`src/rtl/rv32v_types_pkg.sv`:
```
// rv32v_types_pkg: shared types and helpers for the RV32V decode->execute boundary.
package rv32v_types_pkg;
  localparam int DE_MAX_LANES = 8;
  typedef enum logic [1:0] {EMPTY, ONE, TWO} de_state_t;
  function automatic logic [DE_MAX_LANES-1:0] lane_tail_mask(input int elems_left, input int n);
    logic [DE_MAX_LANES-1:0] m;
    for (int i = 0; i < DE_MAX_LANES; i++) m[i] = (i < elems_left) && (i < n);
    return m;
  endfunction
endpackage

```
`src/rtl/rv32v_de_payload_reg.sv`:
```
// rv32v_de_payload_reg: load-enabled payload register with asynchronous clear.
module rv32v_de_payload_reg #(
  parameter int W = 1
) (
  input  logic         CLK,
  input  logic         RST,
  input  logic         load,
  input  logic [W-1:0] d,
  output logic [W-1:0] q
);
  always_ff @(posedge CLK or posedge RST)
    if (RST) q <= '0;
    else if (load) q <= d;
endmodule

```
`src/rtl/rv32v_decode_execute_stage.sv`:
```
// rv32v_decode_execute_stage: decode->execute skid-buffered boundary with tail masking and flush.
// Optional perf counters under RV32V_DE_PERF_EN.
module rv32v_decode_execute_stage
  import rv32v_types_pkg::*;
#(
  parameter int NUM_LANES = 2,
  parameter int LANE_W    = 32,
  parameter int CTRL_W    = 96,
  parameter int OFF_W     = 5
) (
  input  logic                        CLK,
  input  logic                        RST,
  input  logic                        flush,
  input  logic                        dec_valid,
  output logic                        dec_ready,
  input  logic [CTRL_W-1:0]           dec_ctrl,
  input  logic [NUM_LANES*LANE_W-1:0] dec_vs1,
  input  logic [NUM_LANES*LANE_W-1:0] dec_vs2,
  input  logic [NUM_LANES*LANE_W-1:0] dec_vs3,
  input  logic [NUM_LANES-1:0]        dec_mask,
  input  logic [NUM_LANES-1:0]        dec_wen,
  input  logic [NUM_LANES*OFF_W-1:0]  dec_woffset,
  input  logic [$clog2(NUM_LANES):0]  dec_elems_left,
  output logic                        ex_valid,
  input  logic                        ex_ready,
  output logic [CTRL_W-1:0]           ex_ctrl,
  output logic [NUM_LANES*LANE_W-1:0] ex_vs1,
  output logic [NUM_LANES*LANE_W-1:0] ex_vs2,
  output logic [NUM_LANES*LANE_W-1:0] ex_vs3,
  output logic [NUM_LANES-1:0]        ex_mask,
  output logic [NUM_LANES-1:0]        ex_wen,
`ifdef RV32V_DE_PERF_EN
  output logic [31:0]                 perf_stall_cnt,
  output logic [31:0]                 perf_full_cnt,
`endif
  output logic [NUM_LANES*OFF_W-1:0]  ex_woffset
);
  localparam int LW = NUM_LANES * LANE_W;
  localparam int PW = CTRL_W + 3 * LW + 2 * NUM_LANES + NUM_LANES * OFF_W;
  de_state_t state_q, state_d;
  logic accept, consume, main_ld, skid_ld;
  logic [DE_MAX_LANES-1:0] tail;
  logic [NUM_LANES-1:0] wen_cap;
  logic [PW-1:0] in_pl, main_d, main_q, skid_q;
  assign dec_ready = state_q != TWO;
  assign ex_valid  = state_q != EMPTY;
  assign accept    = dec_valid & dec_ready;
  assign consume   = ex_valid & ex_ready;
  assign tail      = lane_tail_mask(int'(dec_elems_left), NUM_LANES);
  assign wen_cap   = NUM_LANES'(tail & DE_MAX_LANES'(dec_wen));
  assign in_pl     = {dec_ctrl, dec_vs1, dec_vs2, dec_vs3, dec_mask, wen_cap, dec_woffset};
  assign {ex_ctrl, ex_vs1, ex_vs2, ex_vs3, ex_mask, ex_wen, ex_woffset} = main_q;
  always_comb begin
    main_ld = !flush && ((state_q == EMPTY && accept) || (state_q == ONE && accept && consume) ||
                         (state_q == TWO && consume));
    skid_ld = !flush && state_q == ONE && accept && !consume;
    main_d  = state_q == TWO ? skid_q : in_pl;
    state_d = flush ? EMPTY :
              state_q == EMPTY ? (accept ? ONE : EMPTY) :
              state_q == ONE ? (accept && !consume ? TWO : !accept && consume ? EMPTY : ONE) :
              (consume ? ONE : TWO);
  end
  always_ff @(posedge CLK or posedge RST)
    if (RST) state_q <= EMPTY;
    else state_q <= state_d;
  rv32v_de_payload_reg #(.W(PW)) u_main (
    .CLK(CLK), .RST(RST), .load(main_ld), .d(main_d), .q(main_q)
  );
  rv32v_de_payload_reg #(.W(PW)) u_skid (
    .CLK(CLK), .RST(RST), .load(skid_ld), .d(in_pl), .q(skid_q)
  );
`ifdef RV32V_DE_PERF_EN
  logic [31:0] perf_stall_cnt_q, perf_stall_cnt_d, perf_full_cnt_q, perf_full_cnt_d;
  always_comb begin
    perf_stall_cnt_d = (ex_valid && !ex_ready && perf_stall_cnt_q != '1) ? perf_stall_cnt_q + 32'd1 : perf_stall_cnt_q;
    perf_full_cnt_d  = (state_q == TWO && perf_full_cnt_q != '1) ? perf_full_cnt_q + 32'd1 : perf_full_cnt_q;
  end
  always_ff @(posedge CLK or posedge RST)
    if (RST) begin
      perf_stall_cnt_q <= '0;
      perf_full_cnt_q  <= '0;
    end else begin
      perf_stall_cnt_q <= perf_stall_cnt_d;
      perf_full_cnt_q  <= perf_full_cnt_d;
    end
  assign perf_stall_cnt = perf_stall_cnt_q;
  assign perf_full_cnt  = perf_full_cnt_q;
`endif
endmodule

```
`config.mk`:
```
export PLATFORM = sky130hd
export DESIGN_NAME = rv32v_decode_execute_stage
export DESIGN_NICKNAME = d
export VERILOG_FILES = /design/src/rtl/rv32v_types_pkg.sv /design/src/rtl/rv32v_de_payload_reg.sv /design/src/rtl/rv32v_decode_execute_stage.sv
export SDC_FILE = /design/constraint.sdc
export NUM_CORES = 1
export LEC_CHECK = 0
export ABC_AREA = 1
export CORE_AREA = 2 2 240 242
export DETAILED_ROUTE_END_ITERATION = 10
export DIE_AREA = 0 0 242 244
export PLACE_DENSITY = 0.86
export SLEW_MARGIN = 20
export SYNTH_ARGS = -nofsm -noshare
export SYNTH_HDL_FRONTEND = slang
export SYNTH_SLANG_ARGS = --single-unit
```
`constraint.sdc`:
```
create_clock -name CLK -period 27.4 [get_ports CLK]
set_input_delay 4.11 -clock CLK [delete_from_list [all_inputs] [get_ports CLK]]
set_output_delay 4.11 -clock CLK [all_outputs]
set_load 0.05 [all_outputs]
```
==> impl_metrics.json, run 1 <==
{
  "multiInputGateArea_um2": 9030,
  "cts_buffers": 61,
  "route.antenna.remaining_nets": 0,
  "layout.nets": 4097,
  "wl_met1_um": 29700,
  "period_share_pct": 27.5,
  "synth_nets": 3607,
  "met3_length_um": 5330,
  "worstPathArrival_ns": 8.04,
  "power_density_nw_per_um2": 83.4,
  "num_rows": 87,
  "grt_use_total_pct": 24.5,
  "top_layer": "met5",
  "core_um2": 56200,
  "avgSynthCellArea_um2": 7.98,
  "ctsHtreeMaxLevel": 2,
  "initial_core_util_pct": 46.9,
  "slew_headroom_pct": 24.4,
  "path_class": "primary input to flip-flop",
  "setup_viol": 0,
  "crit_top_cell": "buf_6",
  "outcome": "finished, final reports clean",
  "grt_max_degree": 237,
  "power.total_mw": 2.90,
  "end_kind": "flip-flop",
  "die_area_um2": 59000,
  "ioPinCount": 613,
  "postCtsSetupBuffers": 0,
  "final_common_cell": "nand2_1",
  "area_growth_pct": 32.0,
  "fillers": 4469,
  "preCtsSetupSlack_ns": 18.88,
  "met2_length_um": 35300,
  "cp_data_required_time_ns": 27.90,
  "post-route-util_pct": 61.9,
  "cp_num_buf_inv": 4,
  "ys_types": 19,
  "ys_seq_area_share_pct": 57.6,
  "path_max_fanout": 122,
  "ys_ff_latch": 606,
  "grt_setup_unrepaired": "false",
  "grt_pass1_wl_um": 117000,
  "cap_violations": 0,
  "report.final.slew_viol_count": 0,
  "fin_ws_ns": 19.86,
  "crit_chain": "clkdlybuf4s50_1 -> nor2_2 -> nand3_4 -> buf_6 -> buf_6 -> buf_4 -> nor2_1 -> a21oi_1",
  "final_cell_mix": "nand2_1 (1311), clkdlybuf4s50_1 (612), dfrtp_1 (606)",
  "path_delay_family": "buffers and inverters",
  "antenna_found_initial": 8,
  "holdBufCountCts": 0,
  "vdd_drop_max_mv": 0.0644,
  "max_freq_mhz": 133,
  "grt_overflow": 0,
  "fin_tns_setup_ns": 0,
  "whs_ns": 0.474,
  "syn-instance-count": 3298,
  "drtPass1Iterations": 7,
  "ff_latch_area_um2": 15200,
  "wire_per_inst_um": 16.0,
  "die_height_um": 244,
  "port_buffers": 612,
  "clock-skew-final_ns": 0.0118,
  "cts_buffer_depth": 3,
  "drc_errors": 0,
  "cp-start-kind": "primary input",
  "gp_congestion": 0.834,
  "cts_resized": 0,
  "clk_latency_ns": 0.60,
  "die_w_um": 242,
  "power.static_leakage_nw": 18.2,
  "viasPerCell": 5.01,
  "hold_violations": 0,
  "cp_slowest_cell": "buf_4",
  "dp.final_hpwl_um": 47100,
  "drive_above_1_share_pct": 3.42,
  "vias": 23000,
  "cts_root_buf": "clkbuf_16",
  "clkSinkCount": 606,
  "worst_pin_slew_ns": 1.13,
  "cts_tree": "yes",
  "ys_warn_count": 0,
  "synth_area_um2": 26300,
  "path_clk_slew_ns": 0.06,
  "rrSetupSlack_ns": 23.35,
  "hp-class": "flip-flop to flip-flop",
  "critPathMaxStageDelay_ns": 0.75,
  "period_minus_slack_ns": 7.54,
  "grt_pass1_vias": 22400,
  "drtIter0Drc": 1870,
  "finalWirelength_um": 73800
}
## area by class of cell
cell class	count	share of cell area, %
sequential	606	43.6
multi-input combinational	2183	26.0
clock buffer	92	5.30
inverter	306	3.33
timing repair buffer	630	18.2
clock inverter	19	0.835
tap	756	2.72
antenna	5	0.0360
## where the power goes
group,switching [mW],internal [mW],leakage [nW]
clock network,0.349,0.529,1.05
registers,0.0940,1.09,7.06
logic,0.561,0.281,10.1
total,1.00,1.90,18.2
## stage by stage
step                      cell area, um2  std cells
after CTS                          34700       4592
after floorplan                    26300       3298
final                              34800       4597
after global routing               34800       4596
after global placement             32600       4481
after detailed placement           32600       4481
## cells in the mapped netlist
library cell / n / area (um2)
dfrtp_1: 606 / 15200
buf_6: 9 / 101
nand2_1: 1312 / 4920
a21oi_1: 254 / 1270
o21ai_0: 293 / 1470
inv_1: 303 / 1140
clkbuf_1: 65 / 244
o21ai_1: 10 / 50.1
nor2_1: 255 / 957
nand2_2: 2 / 12.5
nand3_2: 1 / 10.0
inv_2: 3 / 11.3
buf_2: 104 / 521
nor2_4: 1 / 11.3
nand3_1: 52 / 260
or2_2: 2 / 12.5
buf_1: 4 / 15.0
buf_4: 21 / 158
nor2_2: 1 / 6.26
## state kept, by name (all words and copies together), names as in the netlist
signal    cells
u_main.q    302
u_skid.q    302
state_q       2
## worst paths after layout
kind | startpoint | endpoint | depth (start not counted)
worst max register to register | state_q[1]$_DFF_PP0_ | u_skid.q[57]$_DFFE_PP0P_ | 7
max in group asynchronous | RST | u_main.q[169]$_DFFE_PP0P_ | 4
min in group asynchronous | RST | u_main.q[69]$_DFFE_PP0P_ | 2
worst min-delay path | u_main.q[30]$_DFFE_PP0P_ | u_main.q[30]$_DFFE_PP0P_ | 2
worst min register to register | u_main.q[30]$_DFFE_PP0P_ | u_main.q[30]$_DFFE_PP0P_ | 2
worst max-delay path | flush | u_skid.q[57]$_DFFE_PP0P_ | 8
## logic make-up (layout without fill, tap and decap cells)
| kind of cell | count (synthesis) | in the layout | share of synthesized area, % |
|---|---|---|---|
| other | 0 | 5 | 0 |
| and+or+nand+nor | 1626 | 1626 | 23.5 |
| buffers and inverters | 509 | 1047 | 8.31 |
| DFF | 606 | 606 | 57.6 |
| AOI/OAI and AO/OA | 557 | 557 | 10.6 |
## routing by layer
metal | track usage (%) | up-vias
li1 | - | 11100
met1 | 31.4 | 10900
met2 | 40.3 | 842
met3 | 4.97 | 193
met4 | 11.4 | 8
met5 | 0 | -
## worst register-to-register path, delay by kind of cell (launching register included)
family          cells  cell delay, ns
compound gates      1            0.20
flops               1            0.53
simple gates        3            0.91
buf+inv             3            2.31
(Power assumes the default switching activity.)
==> run 2, diff against run 1 <==
--- a/config.mk
+++ b/config.mk
@@ -6,10 +6,10 @@
 export NUM_CORES = 1
 export LEC_CHECK = 0
 export ABC_AREA = 1
-export CORE_AREA = 2 2 240 242
+export CORE_MARGIN = 2
+export CORE_UTILIZATION = 46
 export DETAILED_ROUTE_END_ITERATION = 10
-export DIE_AREA = 0 0 242 244
-export PLACE_DENSITY = 0.86
+export PLACE_DENSITY = 0.88
 export SLEW_MARGIN = 20
 export SYNTH_ARGS = -nofsm -noshare
 export SYNTH_HDL_FRONTEND = slang
==> constraint.sdc (replaced) <==
create_clock -name CLK -period 6.7 [get_ports CLK]
set_input_delay 1.005 -clock CLK [delete_from_list [all_inputs] [get_ports CLK]]
set_output_delay 1.005 -clock CLK [all_outputs]
set_load 0.05 [all_outputs]
==> run 2 against run 1 <==
- clock-buffer cell count increased by 5
- first-iteration DRC count increased by 4.2%
- combinational power increased to 4.1 times the previous value
- clock skew increased by 0.011 ns
- via count increased by 1.2%
- routed wire length about the same
- sequential cell count unchanged
- cell area increased by 0.26%
- sequential power increased to 4.1 times the previous value
- cell count increased by 0.33%
- sequential share of layout area decreased by 0.11 points
- largest cell class unchanged
- highest routed layer unchanged
==> impl_metrics.json, run 2 (synthesized netlist as in run 1, its figures left out) <==
{
  "ff_latch_area_um2": 15200,
  "clkSinkCount": 606,
  "finalWirelength_um": 73800,
  "ioPinCount": 613,
  "fin_cells": 4612,
  "setup_viol": 0,
  "drtIter0Drc": 1949,
  "port_buffers": 612,
  "vdd_drop_max_mv": 0.226,
  "path_clk_slew_ns": 0.06,
  "dp.final_hpwl_um": 47100,
  "die_w_um": 243,
  "num_rows": 87,
  "route.antenna.remaining_nets": 0,
  "holdBufCountCts": 0,
  "slew_headroom_pct": 20.1,
  "wl_met1_um": 28800,
  "grt_overflow": 0,
  "ctsHtreeMaxLevel": 2,
  "final_cell_mix": "nand2_1 (1311), clkdlybuf4s50_1 (612), dfrtp_1 (606)",
  "final_common_cell": "nand2_1",
  "cts_root_buf": "clkbuf_16",
  "fillers": 4435,
  "grt_setup_unrepaired": "false",
  "fin_ws_ns": 3.16,
  "reg2reg_from": "state_q[1]$_DFF_PP0_",
  "postCtsSetupBuffers": 0,
  "design_area_um2": 34900,
  "dp_cells": 4484,
  "drc_errors": 0,
  "placed_area_um2": 32700,
  "multiInputGateArea_um2": 9030,
  "hold_violations": 0,
  "reg_top3": "u_main.q x302, u_skid.q x302, state_q x2",
  "met3_length_um": 5680,
  "area_growth_pct": 32.4,
  "power_density_nw_per_um2": 341,
  "rrSetupSlack_ns": 3.37,
  "worstHoldStart": "u_main.q[186]$_DFFE_PP0P_",
  "max_freq_mhz": 283,
  "top_layer": "met5",
  "die_height_um": 243,
  "worst-r2r-cell-count": 7,
  "antenna_found_initial": 16,
  "cts_buffer_depth": 3,
  "outcome": "finished, final reports clean",
  "initial_core_util_pct": 46.6,
  "cp-start-kind": "flip-flop",
  "worst_pin_slew_ns": 1.20,
  "critPathMaxStageDelay_ns": 0.95,
  "preCtsSetupSlack_ns": 2.71,
  "whs_path_depth": 2,
  "period_share_pct": 52.8,
  "cts_resized": 0,
  "r2r-end": "u_main.q[166]$_DFFE_PP0P_",
  "cp_data_required_time_ns": 5.69,
  "met2_length_um": 35400,
  "gp_congestion": 0.851,
  "drive_above_1_share_pct": 3.51,
  "viasPerCell": 5.05,
  "path_class": "flip-flop to output pin",
  "cp_slowest_cell": "clkdlybuf4s50_1",
  "hp-class": "flip-flop to flip-flop",
  "wire_per_inst_um": 16.0,
  "grt_pass1_wl_um": 118000,
  "clock-skew-final_ns": 0.0231,
  "crit_chain": "nand2_8 -> clkdlybuf4s50_1",
  "core_um2": 56500,
  "period_minus_slack_ns": 3.54,
  "cts_buffers": 61,
  "report.final.slew_viol_count": 0,
  "power.static_leakage_nw": 18.2,
  "grt_pass1_vias": 22600,
  "path_max_fanout": 96,
  "vias": 23300,
  "drtPass1Iterations": 6,
  "worstPathArrival_ns": 2.53,
  "end_kind": "output pin",
  "die_area_um2": 59200,
  "cap_violations": 0,
  "cts_tree": "yes",
  "layout.nets": 4100,
  "grt_max_degree": 253,
  "clk_latency_ns": 0.62,
  "grt_use_total_pct": 24.5,
  "min_to": "u_main.q[186]$_DFFE_PP0P_"
}
-- run 2: cell count changes in the layout (fill, tap and decap cells not counted), sizes merged --
cell    change
inv         -2
diode       +8
buf         +3
bufinv      -2
clkinv      +3
clkbuf      +5
-- run 2: how the worst max path moves through the flow --
stage	depth (start not counted)	end	slack, ns	start
4_1_cts	2	dec_ready	3.10	state_q[1]$_DFF_PP0_
6_report	2	dec_ready	3.16	state_q[1]$_DFF_PP0_
3_5_place_dp	7	u_main.q[201]$_DFFE_PP0P_	2.71	ex_ready
3_3_place_gp	7	u_main.q[200]$_DFFE_PP0P_	2.76	ex_ready
5_1_grt	7	u_main.q[177]$_DFFE_PP0P_	3.05	ex_ready
2_1_floorplan	1	state_q[0]$_DFF_PP0_	-2.57	RST
-- run 2: area by class of cell --
| type | count | area share (%) |
|---|---|---|
| tap | 756 | 2.71 |
| clock buffer | 97 | 5.46 |
| inverter | 306 | 3.31 |
| antenna | 13 | 0.0933 |
| sequential | 606 | 43.5 |
| clock inverter | 18 | 0.660 |
| timing repair buffer | 633 | 18.4 |
| multi-input combinational | 2183 | 25.9 |
-- run 2: critical path: cells and delay by family (launching register included) --
| kind | cells | cell delay (ns) |
|---|---|---|
| and+or+nand+nor | 1 | 0.48 |
| buffers and inverters | 1 | 0.95 |
| DFF | 1 | 0.48 |
-- run 2: where the power goes --
part / switching, mW / leakage, nW / total [mW] / internal (mW)
Sequential: 0.387 / 7.06 / 4.84 / 4.45
Clock: 1.46 / 1.06 / 3.59 / 2.13
Combinational: 2.29 / 10.1 / 3.44 / 1.15
-- run 2: per-stage QoR --
step | power (mW) | hold WS [ns] | utilization [%] | TNS, ns
after global routing | 12.4 | 0.500 | 61.7 | 0
after global placement | 8.19 | 0.462 | 57.9 | 0
after floorplan | 7.02 | 0.453 | - | -1558.72
after CTS | 11.9 | 0.481 | 61.6 | 0
after detailed placement | 8.31 | 0.464 | 57.9 | 0
final | 11.9 | 0.473 | 61.7 | 0
-- run 2: per-layer routing --
metal / GRT usage [%] / vias up
li1: - / 11100
met1: 31.4 / 10900
met2: 39.5 / 995
met3: 4.68 / 231
met4: 12.8 / 8
met5: 0 / -
